===== src/rtl/alu_operand_collector.sv =====
// Operand collector in front of the 64-bit ALU: gathers up to three sources through one RF read port.
// Optional macro ALU_COLLECT_BYPASS_EN forwards the last written-back result instead of reading it.
module alu_operand_collector #(
  parameter int unsigned XLEN   = 64,
  parameter int unsigned RIDX_W = 5,
  parameter int unsigned OP_W   = 5,
  parameter int unsigned IMM_W  = 17
) (
  input  logic              clock,
  input  logic              reset,
  input  logic              in_valid,
  output logic              in_ready,
  input  logic [OP_W-1:0]   in_operation,
  input  logic [RIDX_W-1:0] in_src0,
  input  logic [RIDX_W-1:0] in_src1,
  input  logic [RIDX_W-1:0] in_src2,
  input  logic [2:0]        in_src_used,
  input  logic [IMM_W-1:0]  in_immediate,
  input  logic [RIDX_W-1:0] in_dest,
  output logic              rf_rd_en,
  output logic [RIDX_W-1:0] rf_rd_addr,
  input  logic [XLEN-1:0]   rf_rd_data,
  output logic [OP_W-1:0]   alu_operation,
  output logic [XLEN-1:0]   alu_inputs_0,
  output logic [XLEN-1:0]   alu_inputs_1,
  output logic [XLEN-1:0]   alu_inputs_2,
  output logic [IMM_W-1:0]  alu_immediate,
  input  logic [XLEN-1:0]   alu_output_0,
  output logic              wb_valid,
  input  logic              wb_ready,
  output logic [RIDX_W-1:0] wb_dest,
  output logic [XLEN-1:0]   wb_data
);

  typedef enum logic [2:0] {StIdle, StRead, StDrain, StExec, StWb} state_e;

  state_e              state_q, state_d;
  logic [2:0]          pend_q;
  logic [RIDX_W-1:0]   src0_q, src1_q, src2_q, dest_q;
  logic                cap_q;
  logic [1:0]          cap_idx_q;
  logic [2:0]          rd_bit;
  logic [1:0]          rd_sel;
  logic [RIDX_W-1:0]   rd_addr;
  logic                accept;
  logic [2:0]          byp_hit;
  logic [2:0]          mask_eff;
  logic [XLEN-1:0]     byp_word;

`ifdef ALU_COLLECT_BYPASS_EN
  logic              byp_valid;
  logic [RIDX_W-1:0] byp_dest;
  logic [XLEN-1:0]   byp_data;

  always_ff @(posedge clock or posedge reset) begin
    if (reset) begin
      byp_valid <= 1'b0;
      byp_dest  <= '0;
      byp_data  <= '0;
    end else if (state_q == StWb && wb_ready) begin
      byp_valid <= 1'b1;
      byp_dest  <= wb_dest;
      byp_data  <= wb_data;
    end
  end

  // Hits are resolved at accept; nothing can write back while an instruction is in flight.
  always_comb begin
    byp_hit[0] = byp_valid && in_src_used[0] && (in_src0 == byp_dest);
    byp_hit[1] = byp_valid && in_src_used[1] && (in_src1 == byp_dest);
    byp_hit[2] = byp_valid && in_src_used[2] && (in_src2 == byp_dest);
  end
  assign byp_word = byp_data;
`else
  assign byp_hit  = 3'b000;
  assign byp_word = '0;
`endif

  assign mask_eff = in_src_used & ~byp_hit;
  assign accept   = in_valid && (state_q == StIdle);
  assign in_ready = (state_q == StIdle);
  assign wb_valid = (state_q == StWb);

  // Lowest pending source goes first.
  always_comb begin
    rd_bit  = 3'b000;
    rd_sel  = 2'd0;
    rd_addr = '0;
    if (pend_q[0]) begin
      rd_bit  = 3'b001;
      rd_sel  = 2'd0;
      rd_addr = src0_q;
    end else if (pend_q[1]) begin
      rd_bit  = 3'b010;
      rd_sel  = 2'd1;
      rd_addr = src1_q;
    end else if (pend_q[2]) begin
      rd_bit  = 3'b100;
      rd_sel  = 2'd2;
      rd_addr = src2_q;
    end
  end

  always_comb begin
    state_d    = state_q;
    rf_rd_en   = 1'b0;
    rf_rd_addr = '0;
    unique case (state_q)
      StIdle: begin
        if (in_valid) state_d = (|mask_eff) ? StRead : StExec;
      end
      StRead: begin
        rf_rd_en   = 1'b1;
        rf_rd_addr = rd_addr;
        if ((pend_q & ~rd_bit) == 3'b000) state_d = StDrain;
      end
      StDrain: state_d = StExec;
      StExec:  state_d = StWb;
      StWb: begin
        if (wb_ready) state_d = StIdle;
      end
      default: state_d = StIdle;
    endcase
  end

  always_ff @(posedge clock or posedge reset) begin
    if (reset) begin
      state_q       <= StIdle;
      pend_q        <= 3'b000;
      src0_q        <= '0;
      src1_q        <= '0;
      src2_q        <= '0;
      dest_q        <= '0;
      cap_q         <= 1'b0;
      cap_idx_q     <= 2'd0;
      alu_operation <= '0;
      alu_inputs_0  <= '0;
      alu_inputs_1  <= '0;
      alu_inputs_2  <= '0;
      alu_immediate <= '0;
      wb_dest       <= '0;
      wb_data       <= '0;
    end else begin
      state_q   <= state_d;
      cap_q     <= rf_rd_en;
      cap_idx_q <= rd_sel;
      if (accept) begin
        alu_operation <= in_operation;
        alu_immediate <= in_immediate;
        dest_q        <= in_dest;
        src0_q        <= in_src0;
        src1_q        <= in_src1;
        src2_q        <= in_src2;
        pend_q        <= mask_eff;
        alu_inputs_0  <= byp_hit[0] ? byp_word : '0;
        alu_inputs_1  <= byp_hit[1] ? byp_word : '0;
        alu_inputs_2  <= byp_hit[2] ? byp_word : '0;
      end else if (state_q == StRead) begin
        pend_q <= pend_q & ~rd_bit;
      end
      if (cap_q) begin
        unique case (cap_idx_q)
          2'd0:    alu_inputs_0 <= rf_rd_data;
          2'd1:    alu_inputs_1 <= rf_rd_data;
          default: alu_inputs_2 <= rf_rd_data;
        endcase
      end
      if (state_q == StExec) begin
        wb_data <= alu_output_0;
        wb_dest <= dest_q;
      end
    end
  end

endmodule


===== config.mk =====
export PLATFORM = sky130hd
export DESIGN_NAME = alu_operand_collector
export DESIGN_NICKNAME = d
export VERILOG_FILES = /design/src/rtl/alu_operand_collector.sv
export SDC_FILE = /design/constraint.sdc
export NUM_CORES = 1
export LEC_CHECK = 0
export BUFFER_PORTS_ARGS = -buffer_cell sky130_fd_sc_hd__buf_4
export CORE_AREA = 2 2 186 188
export DETAILED_ROUTE_END_ITERATION = 10
export DIE_AREA = 0 0 188 190
export PLACE_DENSITY = 0.59
export SYNTH_ARGS = -nofsm -noshare
export SYNTH_HDL_FRONTEND = slang
export SYNTH_SLANG_ARGS = --single-unit

===== constraint.sdc =====
create_clock -name clock -period 22.7 [get_ports clock]
set_input_delay 4.54 -clock clock [delete_from_list [all_inputs] [get_ports clock]]
set_output_delay 4.54 -clock clock [all_outputs]
set_load 0.1 [all_outputs]

; Word-level counts from Yosys, hierarchy flattened
; Index checks and enable logic that the tools add are counted.
[word_totals]
word_cells = 60
reg_bits = 312
n_memories = 0
output_inout_bits = 291
latchBits = 0
ramBits = 0
input_bits = 177
mem_bits_ro = 0
[classes]
div = 0
n_addsub = 0
mux = 27
eq_ne = 8
reduce_logical = 8
shift = 0
bitwise = 2
n_mul = 0
magnitude_cmp = 0
[ops]
columns = operator, n
row1 = 2-to-1 mux 64 bit, 9
row2 = 2-to-1 mux 3 bit, 8
row3 = 2-to-1 mux 5 bit, 4
row4 = case mux 3 bit (5 select lines), 1
row5 = 2-to-1 mux 2 bit, 4
row6 = == test 3 x 2 -> 1 bit (second input constant), 2
row7 = logical NOT 3 bit, 2
row8 = != test 2 bit (second input constant), 2
row9 = bitwise AND 3 bit, 1
row10 = == test 3 x 1 -> 1 bit (second input constant), 1
row11 = == test 3 bit (second input constant), 1
row12 = inverter 3 bit, 1
row13 = AND reduction 3 bit, 1
row14 = OR reduction 3 bit, 1
row15 = == test 2 x 1 -> 1 bit (second input constant), 1
row16 = logical NOT 2 bit, 1
row17 = != test 2 x 1 -> 1 bit (second input constant), 1
row18 = nonzero test 2 bit, 1
row19 = OR reduction 2 bit, 1
row20 = logical AND 1 bit, 1
row21 = 2-to-1 mux 1 bit, 1

; Logic depth before layout (Yosys ltp)
; Gate-level depths: netlist (run 1).
[depth]
word_depth = 8
depth_mapped = 7
ltp_nobuf = 4

; Worst setup path after synthesis (run 1)
; No wires, ideal clock.
[synth_path]
kind = register to output
from = reg state_q[1]
to = out rf_rd_addr[0]
path_stages_with_launch = 6
t_required_ns = 18.160
t_arrival_ns = 3.350
slack_ns = 14.810
n_path_buf = 1
path_cell_list = dfrtp_1 buf_6 or3b_2 inv_1 o21ai_0 a21oi_1
[synth_via]
elab_chain_cells = 2
[synth_lines]
columns = item, line_no
row1 = start: declaration, 37  ; state_e state_q, state_d;
row2 = start signal: assignment, 128  ; state_q <= StIdle;
row3 = start signal: assignment, 144  ; state_q <= state_d;
row4 = == test 3 x 1 -> 1 bit, 108  ; unique case (state_q)
row5 = 2-to-1 mux 5 bit, 108
row6 = end: declaration, 21  ; output logic [RIDX_W-1:0] rf_rd_addr,
; Every way passes these cells.

; Worst setup path in the final report (run 1)
[layout_path]
from = reg state_q[0]
to = out rf_rd_addr[0]
; The elaborated chain is that of the path after synthesis.

==> results of run 1 <==
## routing by layer
layer / wire (microns) / global-route usage, % / up-vias
li1: - / - / 4156
met5: 9 / 0 / -
met1: 15000 / 25.8 / 4450
met3: 2940 / 5.92 / 76
met2: 16500 / 30.3 / 382
met4: 1260 / 7.24 / 2
## metrics by stage
step	worst slack [ns]	cells
floorplan	9.53	946
global placement	16.23	1809
detailed placement	16.27	1809
CTS	15.74	1866
global route	15.62	1866
finish	15.75	1866
## worst max-delay path, cell delays in order (launching register included)
cell,delay [ns]
dfrtp_1,0.51
or3b_2,0.52
inv_1,0.24
o21ai_0,0.13
a21oi_1,0.19
buf_4,0.33
## kinds of logic (layout without fill, tap and decap cells)
| group | after synthesis | in the layout | share of synthesized area (%) |
|---|---|---|---|
| buffers and inverters | 72 | 537 | 2.94 |
| adders and majority gates | 1 | 1 | 0.0862 |
| DFF | 312 | 312 | 67.2 |
| and+or+nand+nor | 282 | 282 | 9.60 |
| muxes | 69 | 69 | 6.69 |
| AOI/OAI and AO/OA | 210 | 210 | 13.4 |
## cell type report
cell class | instances | area [sq um] | area share [%]
Inverter | 4 | 22.5 | 0.136
Tap cell | 455 | 569 | 3.43
Sequential cell | 312 | 7810 | 47.0
Clock buffer | 52 | 1060 | 6.40
Multi-Input combinational cell | 562 | 3500 | 21.1
Clock inverter | 5 | 52.6 | 0.317
Timing Repair Buffer | 476 | 3590 | 21.6
## worst max path at each step
stage	to	slack (ns)
after detailed placement	alu_inputs_0[9]	16.27
after global routing	rf_rd_addr[2]	15.62
after global placement	pend_q[2]	16.23
after CTS	rf_rd_addr[0]	15.74
final	rf_rd_addr[0]	15.75
after floorplan	alu_immediate[0]	9.53
## cell usage in the layout (no fill, tap or decap), types with 7 or more instances in the layout
cell type,count
a22o_1,128
nor2_1,7
clkbuf_8,8
nand2_1,260
dfrtp_1,312
o21ai_0,72
buf_4,475
clkbuf_1,7
clkbuf_16,37
mux2_2,69
## registers in the layout (all words and copies together) (netlist names), 5 cells and up
register and count:
alu_inputs_0 64, alu_inputs_1 64, alu_inputs_2 64, wb_data 64, alu_immediate 17, alu_operation 5, dest_q 5, src0_q 5
src1_q 5, src2_q 5, wb_dest 5
==> impl_results.md, run 1 <==
- Outcome: completed
- Core Area: 33900 sq um
- Mean routed wirelength per cell: approximately 19 microns
- Maximum clock rate: 0.144 GHz
- Layout Utilization: between 40 and 50%
- Max-slew headroom: 20.9%
- Post-DP HPWL: roughly 24000 microns
- # hold bufs at CTS: 0
- Die height: ~190 microns
- Synthesized area: 11600 sq um
- R2R depth: 5
- Share of layout cells above drive strength 1: between 40 and 50%
- Top post-synthesis cells by area: dfrtp_1 (67%), a22o_1 (9.7%), nand2_1 (8.4%)
- I/O pin count: 468
- Tightest Pin Transition: 1.19 ns
- Hold path cells: 2
- Vias in the first global route: 9103
- Kind of critical path: flip-flop to output port
- YS warnings: 0
- CP Capture Type: output port
- Top_reg_cell synth: dfrtp_1
- Post-synth top area cell: dfrtp_1
- Clk pin slew, worst setup/hold paths: about 0.060 ns
- R2R Setup Slk: 20.37 ns
- Critical Path Source: state_q[0]
- Die area: 35700 sq um
- Worst-path fanout max: 9
- Reg2reg start: state_q[2]
- CTS tree: yes
- Clock skew: 0.0153 ns
- Gr usage total: 19.5%
- Crit path time final: 6.95 ns
- Seq/Total Area, Yosys: 67.2%
- CP Launch Type: flip-flop
- CTS root buffer: clkbuf_16
- First-pass DRT Iterations: 5
- Final worst-path cycle share: roughly 30%
- Total inserted antenna cells: 0
- Post-Route WL: 35800 microns
- CTS Buf Count: 35
- # port buffers: around 470
- Reg-to-reg endpoint: alu_inputs_1[16]
- Final setup fails: 0
- Worst Hold End: alu_immediate[0]
- Worst hold path type: flip-flop to flip-flop
- First-pass GRT wire length: between 50000 and 60000 microns
- Final hold vios: 0
- Flops & latches, synth: 312
- Avg Inst Size Synth: 12.3 sq um
- Worst EP arrival: 2.41 ns
- Distinct cells, synth: 27
- Count leader, synth: dfrtp_1
- Gr ovfl total: 0
- Area growth, synth to finish: 43.0%
- Cells after synthesis: between 900 and 1000
- Min-Delay Startpoint: alu_immediate[0]
- Async SR Flop Fraction: between 90% and 100%
- Number of vias per cell: 4.86
- CTS Buffer Depth: 3
- Post-CTS Setup Inserts: 0
- Initial DRC count: 507
- Commonest cells post-synth: dfrtp_1 (312), nand2_1 (260), a22o_1 (128)
- H-tree Lvls: 2
- Design Area, Final: about 17000 sq um
- RSZ-0062 raised after global routing: false
- Final nets: 1568
- Routed Antenna Nets: 0
- Post-cts resize count: 0
- Gp weighted congestion: just under 0.8
- Initial antenna violation count: 1
- Max-Cap Viols: 0
- Worst skew pair latency: 0.50 ns
- Synth top area share: 67.2%
- # rows: 68
- Detailed-route via count: 9066
- Hold_ws: 0.476 ns
- Fin Setup TNS: 0 ns
- Dpl cell area: 15500 sq um
- DRC: 0
- Largest net degree at the start of global routing: 182
- Initial core utilization: 34.2%
- Chip width: 188 microns
- Max Transition Viols Final: 0
- EDFF count, synth: 0
- Req. time, crit path: roughly 18 ns
- Filler instances: about 3100
- Syn_nets: 1123
- CTS sink cnt: 312
Power of run 1 is not shown: default switching activity piles up to over one toggle a cycle in this logic, so the estimate is an artifact.
==> run 2: changes to the inputs <==
PLACE_DENSITY = 0.62   (was 0.59)
clock period = 5.8 ns   (was 22.7 ns; I/O delays follow)
==> impl_results.md, run 2 (synthesized netlist as in run 1, its figures left out) <==
- Outcome: completed
- Worst EP arrival: 2.41 ns (about the same)
- Core Area: 33900 sq um (unchanged)
- CTS sink cnt: 312 (unchanged)
- Initial core utilization: 34.2% (unchanged)
- H-tree Lvls: 2 (unchanged)
- Final hold vios: 0 (unchanged)
- Final setup fails: 0 (unchanged)
- CP Launch Type: flip-flop
- # hold bufs at CTS: 0 (unchanged)
- Max-slew headroom: 35.7% (+15 points)
- # port buffers: 467 (unchanged)
- Hold path cells: 2 (unchanged)
- CP Capture Type: output port
- # rows: 68 (unchanged)
- First-pass GRT wire length: 54300 microns (-0.87%)
- CTS Buffer Depth: 3 (unchanged)
- Routed Antenna Nets: 0 (unchanged)
- Gr ovfl total: 0 (unchanged)
- Most common cell after layout, fill and taps aside: buf_4
- Gp weighted congestion: 0.801 (+2.4%)
- Post-DP HPWL: 24300 microns (+1.7%)
- First-pass DRT Iterations: 4 (-1)
- RSZ-0062 raised after global routing: false
- Grt peak-use layer: met2
- Final worst-path cycle share: 61.5%
- Crit path cell chain: or3b_2, inv_1, o21ai_0, a21oi_1, buf_4
- Req. time, crit path: 4.64 ns (-13.52 ns)
- CTS root buffer: clkbuf_16
- Clk pin slew, worst setup/hold paths: 0.06 ns (about the same)
- DRC: 0 (unchanged)
- R2R depth: 5 (unchanged)
- Area growth, synth to finish: 43.1%
- Die height: 190 microns (unchanged)
- Worst skew pair latency: 0.51 ns (about the same)
- Clock skew: 0.0138 ns (-0.00146 ns)
- Most frequent cells in the layout: buf_4 (476), dfrtp_1 (312), nand2_1 (260)
- Slowest stage cell, crit path: or3b_2
- Tightest Pin Transition: 0.965 ns (-0.221 ns)
- Initial DRC count: 511 (+0.79%)
- CTS tree: yes
- Met3 track demand over resource: 5.77% (-0.15 points)
- Crit path time final: 3.57 ns
- Initial antenna violation count: 0 (-1)
- Mean routed wirelength per cell: 18.8 microns (-1.6%)
- Final nets: 1571 (+0.19%)
- Total inserted antenna cells: 0 (unchanged)
- Max-Cap Viols: 0 (unchanged)
- Met1 Usage GRT: 25.7% (-0.16 points)
- Chip width: 188 microns (unchanged)
- Post-Route WL: 35300 microns (-1.3%)
- Layout Utilization: 48.9% (+0.052 points)
- Worst hold path type: flip-flop to flip-flop
- Post-cts resize count: 0 (unchanged)
- Kind of critical path: flip-flop to output port
- Maximum clock rate: ~0.28 GHz
- I/O pin count: 468 (unchanged)
- Share of layout cells above drive strength 1: 42.9% (+0.14 points)
- Detailed-route via count: 8949 (-1.3%)
- Worst path max stage delay: 0.55 ns (+0.03 ns)
- Fin Setup TNS: 0 ns (unchanged)
- GRT met2 Usage: 30.6% (+0.34 points)
- Max Transition Viols Final: 0 (unchanged)
- Worst-path fanout max: 9 (unchanged)
- CTS Buf Count: 36 (+2.9%)
- Vias in the first global route: 9230 (+1.4%)
- Number of vias per cell: 4.78 (-1.7%)
- Gr usage total: 19.3% (-0.16 points)
- Post-CTS Setup Inserts: 0 (unchanged)
- Largest net degree at the start of global routing: 166 (-8.8%)
- Die area: 35700 sq um (unchanged)
-- run 2: cell count changes in the layout (fill, tap and decap cells not counted) --
cell	delta
clkbuf_8	-3
buf_4	+1
clkinv_2	+7
clkbuf_1	+2
inv_8	-1
buf_12	+1
-- run 2: layout make-up --
class                      count  area (sq um)
inverter                       4          18.8
tap                          455           569
timing repair buffer         478          3610
fill                        3046         17300
clock buffer                  51          1030
multi-input combinational    562          3500
sequential                   312          7810
clock inverter                11          80.1
-- run 2: path summary, 6_finish.rpt --
check	endpoint	slack, ns	from
setup / recovery	rf_rd_addr[0]	2.23	state_q[2]
hold / removal	src0_q[0]	0.47	src0_q[0]
setup reg to reg	alu_inputs_1[33]	3.26	cap_q
hold reg to reg	src0_q[0]	0.47	src0_q[0]
max in group asynchronous	alu_immediate[0]	4.11	reset
min in group asynchronous	alu_inputs_2[58]	0.84	reset
-- run 2: worst max-delay path: cells and delay by family (launching register included) --
family	cells	cell delay (ns)
and+or+nand+nor	1	0.55
buffers and inverters	2	0.56
AOI/OAI and AO/OA	2	0.31
DFF	1	0.48
-- run 2: per-stage QoR --
step	cell area, sq um	setup slack (ns)	hold slack (ns)	std cells
floorplan	11600	0.485	0.440	946
global placement	15500	2.68	0.455	1811
detailed placement	15500	2.66	0.459	1811
CTS	16600	2.24	0.472	1873
global route	16600	2.10	0.498	1873
finish	16600	2.23	0.470	1873
-- run 2: per-layer routing --
layer	vias to the layer above	share of wire, %
li1	4165	-
met1	4363	42
met4	0	2.8
met2	358	47
met3	63	8.3
met5	-	0
Power of run 2 is left out for the same reason.
